### src/rtl/hicore_fetch_pkg.sv
// rtl/hicore_fetch_pkg.sv - HiCore core configuration and fetch queue entry layout
// Contents: PC/register widths, the instruction-queue entry struct and the
// sequential-PC helper shared by the fetch stage.
package hicore_fetch_pkg;

  localparam int HiCore_PC_SIZE  = 32;
  localparam int HiCore_REG_SIZE = 32;

  // One decoded-side queue entry: where it came from, what came back, and
  // which of the two fetch faults (if any) it carries.
  typedef struct packed {
    logic [HiCore_PC_SIZE-1:0]  pc;
    logic [HiCore_REG_SIZE-1:0] instr;
    logic                       err;
    logic                       misalign;
  } iq_entry_t;

  localparam int IQ_ENTRY_W = $bits(iq_entry_t);

  // Next sequential fetch address; wraps naturally at 2^32.
  function automatic logic [HiCore_PC_SIZE-1:0] pc_next(input logic [HiCore_PC_SIZE-1:0] pc);
    return pc + HiCore_PC_SIZE'(4);
  endfunction

endpackage

### src/rtl/hicore_fetch_fifo.sv
// rtl/hicore_fetch_fifo.sv - DEPTH-entry FIFO with synchronous flush
// Ports:
//   clk, rst        clock, synchronous active-high reset
//   flush           drop all entries this edge (wins over push/pop)
//   push, push_data write an entry
//   pop             consume the head entry (ignored when empty)
//   head            current head entry, combinational from storage
//   count           number of valid entries
module hicore_fetch_fifo #(
  parameter int WIDTH = 32,
  parameter int DEPTH = 2
) (
  input  logic                       clk,
  input  logic                       rst,
  input  logic                       flush,
  input  logic                       push,
  input  logic [WIDTH-1:0]           push_data,
  input  logic                       pop,
  output logic [WIDTH-1:0]           head,
  output logic [$clog2(DEPTH+1)-1:0] count
);

  localparam int AW = (DEPTH > 1) ? $clog2(DEPTH) : 1;
  localparam int CW = $clog2(DEPTH + 1);

  logic [WIDTH-1:0] mem [DEPTH];
  logic [AW-1:0]    rd_ptr;
  logic [AW-1:0]    wr_ptr;
  logic             empty;
  logic             full;
  logic             do_push;
  logic             do_pop;

  function automatic logic [AW-1:0] ptr_inc(input logic [AW-1:0] p);
    return (p == AW'(DEPTH - 1)) ? '0 : p + AW'(1);
  endfunction

  assign empty   = (count == '0);
  assign full    = (count == CW'(DEPTH));
  assign do_pop  = pop & ~empty;
  // A full FIFO may still accept a write when the head leaves the same cycle.
  assign do_push = push & (~full | do_pop);
  assign head    = mem[rd_ptr];

  always_ff @(posedge clk) begin
    if (rst || flush) begin
      rd_ptr <= '0;
      wr_ptr <= '0;
      count  <= '0;
    end else begin
      if (do_push) wr_ptr <= ptr_inc(wr_ptr);
      if (do_pop)  rd_ptr <= ptr_inc(rd_ptr);
      count <= count + CW'(do_push) - CW'(do_pop);
    end
  end

  always_ff @(posedge clk) begin
    if (!rst && !flush && do_push) mem[wr_ptr] <= push_data;
  end

  // Callers size their credits so a write into a full FIFO never happens.
  always_ff @(posedge clk) begin
    if (!rst && !flush) begin
      assert (!(push && !do_push)) else $error("hicore_fetch_fifo overflow");
    end
  end

endmodule

### src/rtl/hicore_fetch.sv
// rtl/hicore_fetch.sv - HiCore RV32 instruction fetch stage
// Ports:
//   clk, rst                  clock, synchronous active-high reset
//   branch, branch_pc         execute-stage redirect strobe and target
//   ifu_req_valid/ready/addr  word fetch request to instruction memory
//   ifu_rsp_valid/instr/err   in-order memory response, always accepted
//   if_valid/ready            head entry handshake with decode
//   if_pc/instr/err/misalign  head entry contents (zero when no entry)
module hicore_fetch
  import hicore_fetch_pkg::*;
#(
  parameter logic [HiCore_PC_SIZE-1:0] RESET_PC = 32'h0000_0000,
  parameter int                        DEPTH    = 2
) (
  input  logic                       clk,
  input  logic                       rst,
  input  logic                       branch,
  input  logic [HiCore_PC_SIZE-1:0]  branch_pc,
  output logic                       ifu_req_valid,
  input  logic                       ifu_req_ready,
  output logic [HiCore_PC_SIZE-1:0]  ifu_req_addr,
  input  logic                       ifu_rsp_valid,
  input  logic [HiCore_REG_SIZE-1:0] ifu_rsp_instr,
  input  logic                       ifu_rsp_err,
  output logic                       if_valid,
  input  logic                       if_ready,
  output logic [HiCore_PC_SIZE-1:0]  if_pc,
  output logic [HiCore_REG_SIZE-1:0] if_instr,
  output logic                       if_err,
  output logic                       if_misalign
);

  localparam int CW = $clog2(DEPTH + 1);

  logic [HiCore_PC_SIZE-1:0] pc;
  logic [CW-1:0]             drop_cnt;
  logic                      halt;
  logic                      mis_pend;

  logic [HiCore_PC_SIZE-1:0] tag_pc;
  logic [CW-1:0]             tag_count;
  logic [CW-1:0]             iq_count;
  logic [CW:0]               outstanding;
  logic                      req_fire;
  logic                      rsp_keep;
  logic                      rsp_drop;
  iq_entry_t                 iq_push_data;
  iq_entry_t                 iq_head;
  iq_entry_t                 shown;

  // The tag FIFO holds exactly the live (not-to-be-dropped) in-flight
  // requests, so total in-flight is its occupancy plus the drop backlog.
  assign outstanding = {1'b0, tag_count} + {1'b0, drop_cnt};

  assign ifu_req_valid = ~rst & ~branch & ~halt &
                         ((outstanding + {1'b0, iq_count}) < (CW+1)'(DEPTH));
  assign ifu_req_addr  = pc;
  assign req_fire      = ifu_req_valid & ifu_req_ready;
  assign rsp_drop      = ifu_rsp_valid & (drop_cnt != '0);
  assign rsp_keep      = ifu_rsp_valid & (drop_cnt == '0);

  // After a misaligned redirect everything in flight is being dropped and
  // fetch is halted, so the fault entry never competes with a response.
  always_comb begin
    iq_push_data = '0;
    if (mis_pend) begin
      iq_push_data.pc       = pc;
      iq_push_data.misalign = 1'b1;
    end else begin
      iq_push_data.pc    = tag_pc;
      iq_push_data.instr = ifu_rsp_instr;
      iq_push_data.err   = ifu_rsp_err;
    end
  end

  hicore_fetch_fifo #(.WIDTH(HiCore_PC_SIZE), .DEPTH(DEPTH)) u_tag_fifo (
    .clk       (clk),
    .rst       (rst),
    .flush     (branch),
    .push      (req_fire),
    .push_data (pc),
    .pop       (rsp_keep),
    .head      (tag_pc),
    .count     (tag_count)
  );

  hicore_fetch_fifo #(.WIDTH(IQ_ENTRY_W), .DEPTH(DEPTH)) u_iq (
    .clk       (clk),
    .rst       (rst),
    .flush     (branch),
    .push      (mis_pend | rsp_keep),
    .push_data (iq_push_data),
    .pop       (if_ready),
    .head      (iq_head),
    .count     (iq_count)
  );

  always_ff @(posedge clk) begin
    if (rst) begin
      pc       <= RESET_PC;
      drop_cnt <= '0;
      halt     <= 1'b0;
      mis_pend <= 1'b0;
    end else if (branch) begin
      // A response landing in the redirect cycle is already consumed, so it
      // is not part of the new drop backlog.
      pc       <= branch_pc;
      drop_cnt <= CW'(outstanding - (CW+1)'(ifu_rsp_valid));
      halt     <= |branch_pc[1:0];
      mis_pend <= |branch_pc[1:0];
    end else begin
      mis_pend <= 1'b0;
      if (req_fire) pc <= pc_next(pc);
      if (rsp_drop) drop_cnt <= drop_cnt - CW'(1);
    end
  end

  assign if_valid    = ~rst & (iq_count != '0);
  assign shown       = if_valid ? iq_head : '0;
  assign if_pc       = shown.pc;
  assign if_instr    = shown.instr;
  assign if_err      = shown.err;
  assign if_misalign = shown.misalign;

endmodule

### config.mk
export PLATFORM = sky130hd
export DESIGN_NAME = hicore_fetch
export DESIGN_NICKNAME = d
export VERILOG_FILES = /design/src/rtl/hicore_fetch_pkg.sv /design/src/rtl/hicore_fetch_fifo.sv /design/src/rtl/hicore_fetch.sv
export SDC_FILE = /design/constraint.sdc
export NUM_CORES = 1
export LEC_CHECK = 0
export BUFFER_PORTS_ARGS = -buffer_cell sky130_fd_sc_hd__buf_2
export CORE_UTILIZATION = 56
export DETAILED_ROUTE_END_ITERATION = 10
export HOLD_SLACK_MARGIN = 0.05
export PLACE_DENSITY = 0.79
export SLEW_MARGIN = 20
export SYNTH_ARGS = -nofsm -noshare
export SYNTH_HDL_FRONTEND = slang
export SYNTH_SLANG_ARGS = --single-unit
### constraint.sdc
create_clock -name clk -period 4.7 [get_ports clk]
set_input_delay 0.705 -clock clk [delete_from_list [all_inputs] [get_ports clk]]
set_output_delay 0.705 -clock clk [all_outputs]
set_load 0.005 [all_outputs]
==> results.toml <==
[final_layout]
num_antenna_cells = 0
layout-drive-gt1-share_pct = 23.21
final_core_util_pct = 67.13
fill_cells = 1292
layout.nets = 1027
syn2layout_area_growth_pct = 17.35
fin_cells = 1194

[routing]
wire_per_inst_um = 18.27
wl_met3_mm = 1.466
antenna_left = 0
drt_iter0_markers = 530
met1Wirelength_mm = 9.479
firstDrtPassIters = 4
routed-wl-met2_mm = 10.50
remaining_drc_errors = 0
top_layer = "met4"
viasPerCell = 5.657
wl_mm = 21.82
vias = 6755

[worst_setup_path]
worst_ep_required_time_ns = 5.12
worstPathMaxFanout = 17
reg2reg_from = "drop_cnt[0]$_SDFFE_PP0P_"
worstPathCellList = "ha_1 > fa_1 > fa_1 > nor4_4 > and3_1 > nand4_1 > or3_1 > a311oi_1"
end_kind = "register"
crit_type = "register to register"
crit_family = "simple AND/OR/NAND/NOR gates"
startpoint_type = "register"
cp_slowest_cell = "and3_1"
worstReg2RegEnd = "ifu_req_addr[22]$_SDFFE_PP0P_"
timing.critical_path.buf_inv = 0
critPathLaunch = "drop_cnt[0]$_SDFFE_PP0P_"
reg2reg_slack_ns = 1.21
cpPeakStageDelay_ns = 0.63
critical_path.most_common_cell = "fa_1"
critPathArrivalTime_ns = 3.91
ff2ff_path_depth = 8

[min_path]
worstHoldPathType = "input pin to register"
whs_path_depth = 3
whs_endpoint = "ifu_req_addr[28]$_SDFFE_PP0P_"
worstHoldStart = "branch_pc[28]"

[floorplanning]
die_area_mm2 = 0.01890
pin_count = 171
die_w_um = 137.5
start_util_pct = 57.21
fp-row-count = 49
coreArea_mm2 = 0.01796
dieHeight_um = 137.5

[synthesis]
ys_types = 51
synthFlopType = "edfxtp_1"
ys_ff_latch = 242
synth_edf_count = 196
async_flop_share_pct = 0
synth_top_area_share_pct = 57.28
mappedNetlistNets = 873
syn_inst = 793
avgSynthCellArea_um2 = 12.96
netlist_area_mm2 = 0.01028
yosysTopAreaCell = "edfxtp_1"
ys_warn_count = 0
synth-seq-area-share_pct = 66.24
synth.area.top_cells = "edfxtp_1 57%, mux2i_1 9.7%, dfxtp_1 9.0%, nor2_1 3.9%, nor2b_1 2.0%"

[timing]
finalSetupViolCount = 0
relSlewSlack_pct = 29.81
finalHoldViolations = 0
final-max-slew-violation-count = 0
clock-skew-final_ns = 0.01206
fin_setup_tns_ns = 0
rsz0062_at_grt = "no"
min_period_ns = 3.494
fin_crit_sh_pct = 74.34
max_freq_mhz = 286.2
worst_slew_pin_slew_ns = 1.053

[power]
p_comb_share_pct = 7.5
ir_drop_mv = 0.2804
p_leak_nw = 4.305
switching_share_pct = 22.16
seq_power_share_pct = 53.1
cellPowerDensity_mw_per_mm2 = 386.3
p_switching_mw = 1.032
cell_internal_pwr_mw = 3.626
pwr-share-clk_pct = 39.3

[global_route]
grt_pass1_wl_mm = 32.58
grt_pass1_vias = 6125
overflow = 0
track_usage_pct = 22.82
grt_max_degree = 100
antenna_found_initial = 0

[clocking]
hold_buffers = 0
cts_tree = "yes"
htree_num_levels = 1
cts_setup_buffers = 0
cts_resized = 0
clkSlewWorstSetupHoldPaths_ns = 0.06
clockRootBuffer = "clkbuf_16"
cts_sinks = 242
cts_buffers = 24
clk_latency_ns = 0.51
cts_buffer_depth = 3

[placed_design]
gp_congestion = 0.8413
place_inst = 1150
dp_hpwl_mm = 14.10
numPortBuffers = 170

[status]
run_status = "finished clean"

[job]
cap_viol_max_count = 0
==> cell usage in the layout, fill, tap and decap left out, drive strengths merged, types with 9 or more instances in the layout <==
| cell type | count |
|---|---|
| clkinv | 11 |
| buf | 176 |
| edfxtp | 196 |
| a211oi | 12 |
| xnor2 | 21 |
| nand2 | 45 |
| inv | 15 |
| nand3 | 13 |
| nor2 | 107 |
| and2 | 9 |
| a21oi | 12 |
| dfxtp | 46 |
| o21ai | 38 |
| clkbuf | 30 |
| nand4 | 12 |
| mux2i | 100 |
| nor2b | 33 |
==> cell usage after synthesis (4+ instances only) <==
master,instances
nor2b_1,33
and2_1,9
inv_1,16
a211oi_1,12
buf_1,8
a31oi_1,5
nand2_1,44
dfxtp_1,46
o21bai_1,5
a311oi_1,4
nand4_1,11
or3_1,4
and4_1,4
xor2_1,4
ha_1,7
o21ai_0,38
o21a_1,5
nor3_1,6
nand3_1,13
a21oi_1,12
clkbuf_1,32
edfxtp_1,196
buf_2,7
mux2i_1,100
xnor2_1,21
nor2_1,107
and3_1,8
==> layout make-up <==
cell class | count | area (µm²) | share of cell area, %
Sequential cell | 242 | 6815 | 56.52
Multi-Input combinational cell | 487 | 3246 | 26.91
Tap cell | 229 | 286.5 | 2.376
Clock inverter | 14 | 111.4 | 0.9234
Clock buffer | 30 | 644.4 | 5.343
Inverter | 16 | 60.06 | 0.4980
Timing Repair Buffer | 176 | 895.9 | 7.429
==> per-stage QoR <==
stage          hold slack (ns)  worst slack, ns  power (mW)  cell area (µm²)
6_report                0.4502            1.206       4.658            12060
4_1_cts                 0.4296            1.195       4.679            12060
3_3_place_gp            0.4904            1.315       2.856            11300
5_1_grt                 0.4541           0.9552       4.816            12060
2_1_floorplan           0.4237           0.2924       2.712            10280
3_5_place_dp            0.5046            1.200       2.870            11300
==> sequential cells by signal (all words and copies together) (netlist names), named ones only <==
signal	flops
ifu_req_addr	32
drop_cnt	2
mis_pend	1
u_tag_fifo.mem	64
u_iq.wr_ptr	1
u_tag_fifo.rd_ptr	1
u_iq.count	2
halt	1
u_tag_fifo.wr_ptr	1
u_tag_fifo.count	2
u_iq.rd_ptr	1
u_iq.mem	132
==> routing by layer <==
metal / vias to the layer above / GRT usage, %
li1: 3201 / -
met1: 3268 / 32.03
met2: 254 / 36.96
met3: 32 / 3.900
met4: 0 / 5.861
met5: - / 0
==> tightest hold or removal path: cells and delay by family <==
| family | cells | cell delay [ns] |
|---|---|---|
| AND/OR/NAND/NOR | 2 | 0.12 |
| buffers and inverters | 1 | 0.11 |
==> power by group through the flow <==
stage	sequential [mW]	clock [mW]	combinational, mW
2_1_floorplan	2.49	0	0.224
4_1_cts	2.47	1.85	0.354
3_5_place_dp	2.52	0	0.352
3_3_place_gp	2.51	0	0.342
5_1_grt	2.48	1.94	0.393
6_report	2.47	1.83	0.351
==> logic make-up after synthesis <==
family | synth area share (%)
fa+ha+maj | 1.242
xor+xnor | 2.131
flops | 66.24
buf+inv | 2.460
mux | 9.850
simple gates | 12.15
compound gates | 5.930
==> worst max path at each step <==
| stage | endpoint | depth (start not counted) | slack (ns) |
|---|---|---|---|
| 6_report | ifu_req_addr[22]$_SDFFE_PP0P_ | 8 | 1.21 |
| 5_1_grt | ifu_req_addr[22]$_SDFFE_PP0P_ | 8 | 0.96 |
| 4_1_cts | ifu_req_addr[22]$_SDFFE_PP0P_ | 8 | 1.20 |
| 3_5_place_dp | ifu_req_addr[22]$_SDFFE_PP0P_ | 8 | 1.20 |
| 3_3_place_gp | ifu_req_addr[22]$_SDFFE_PP0P_ | 8 | 1.31 |
| 2_1_floorplan | u_iq.mem[0][0]$_DFFE_PP_ | 4 | 0.29 |
Note: power is estimated with default switching activity, not from simulation.
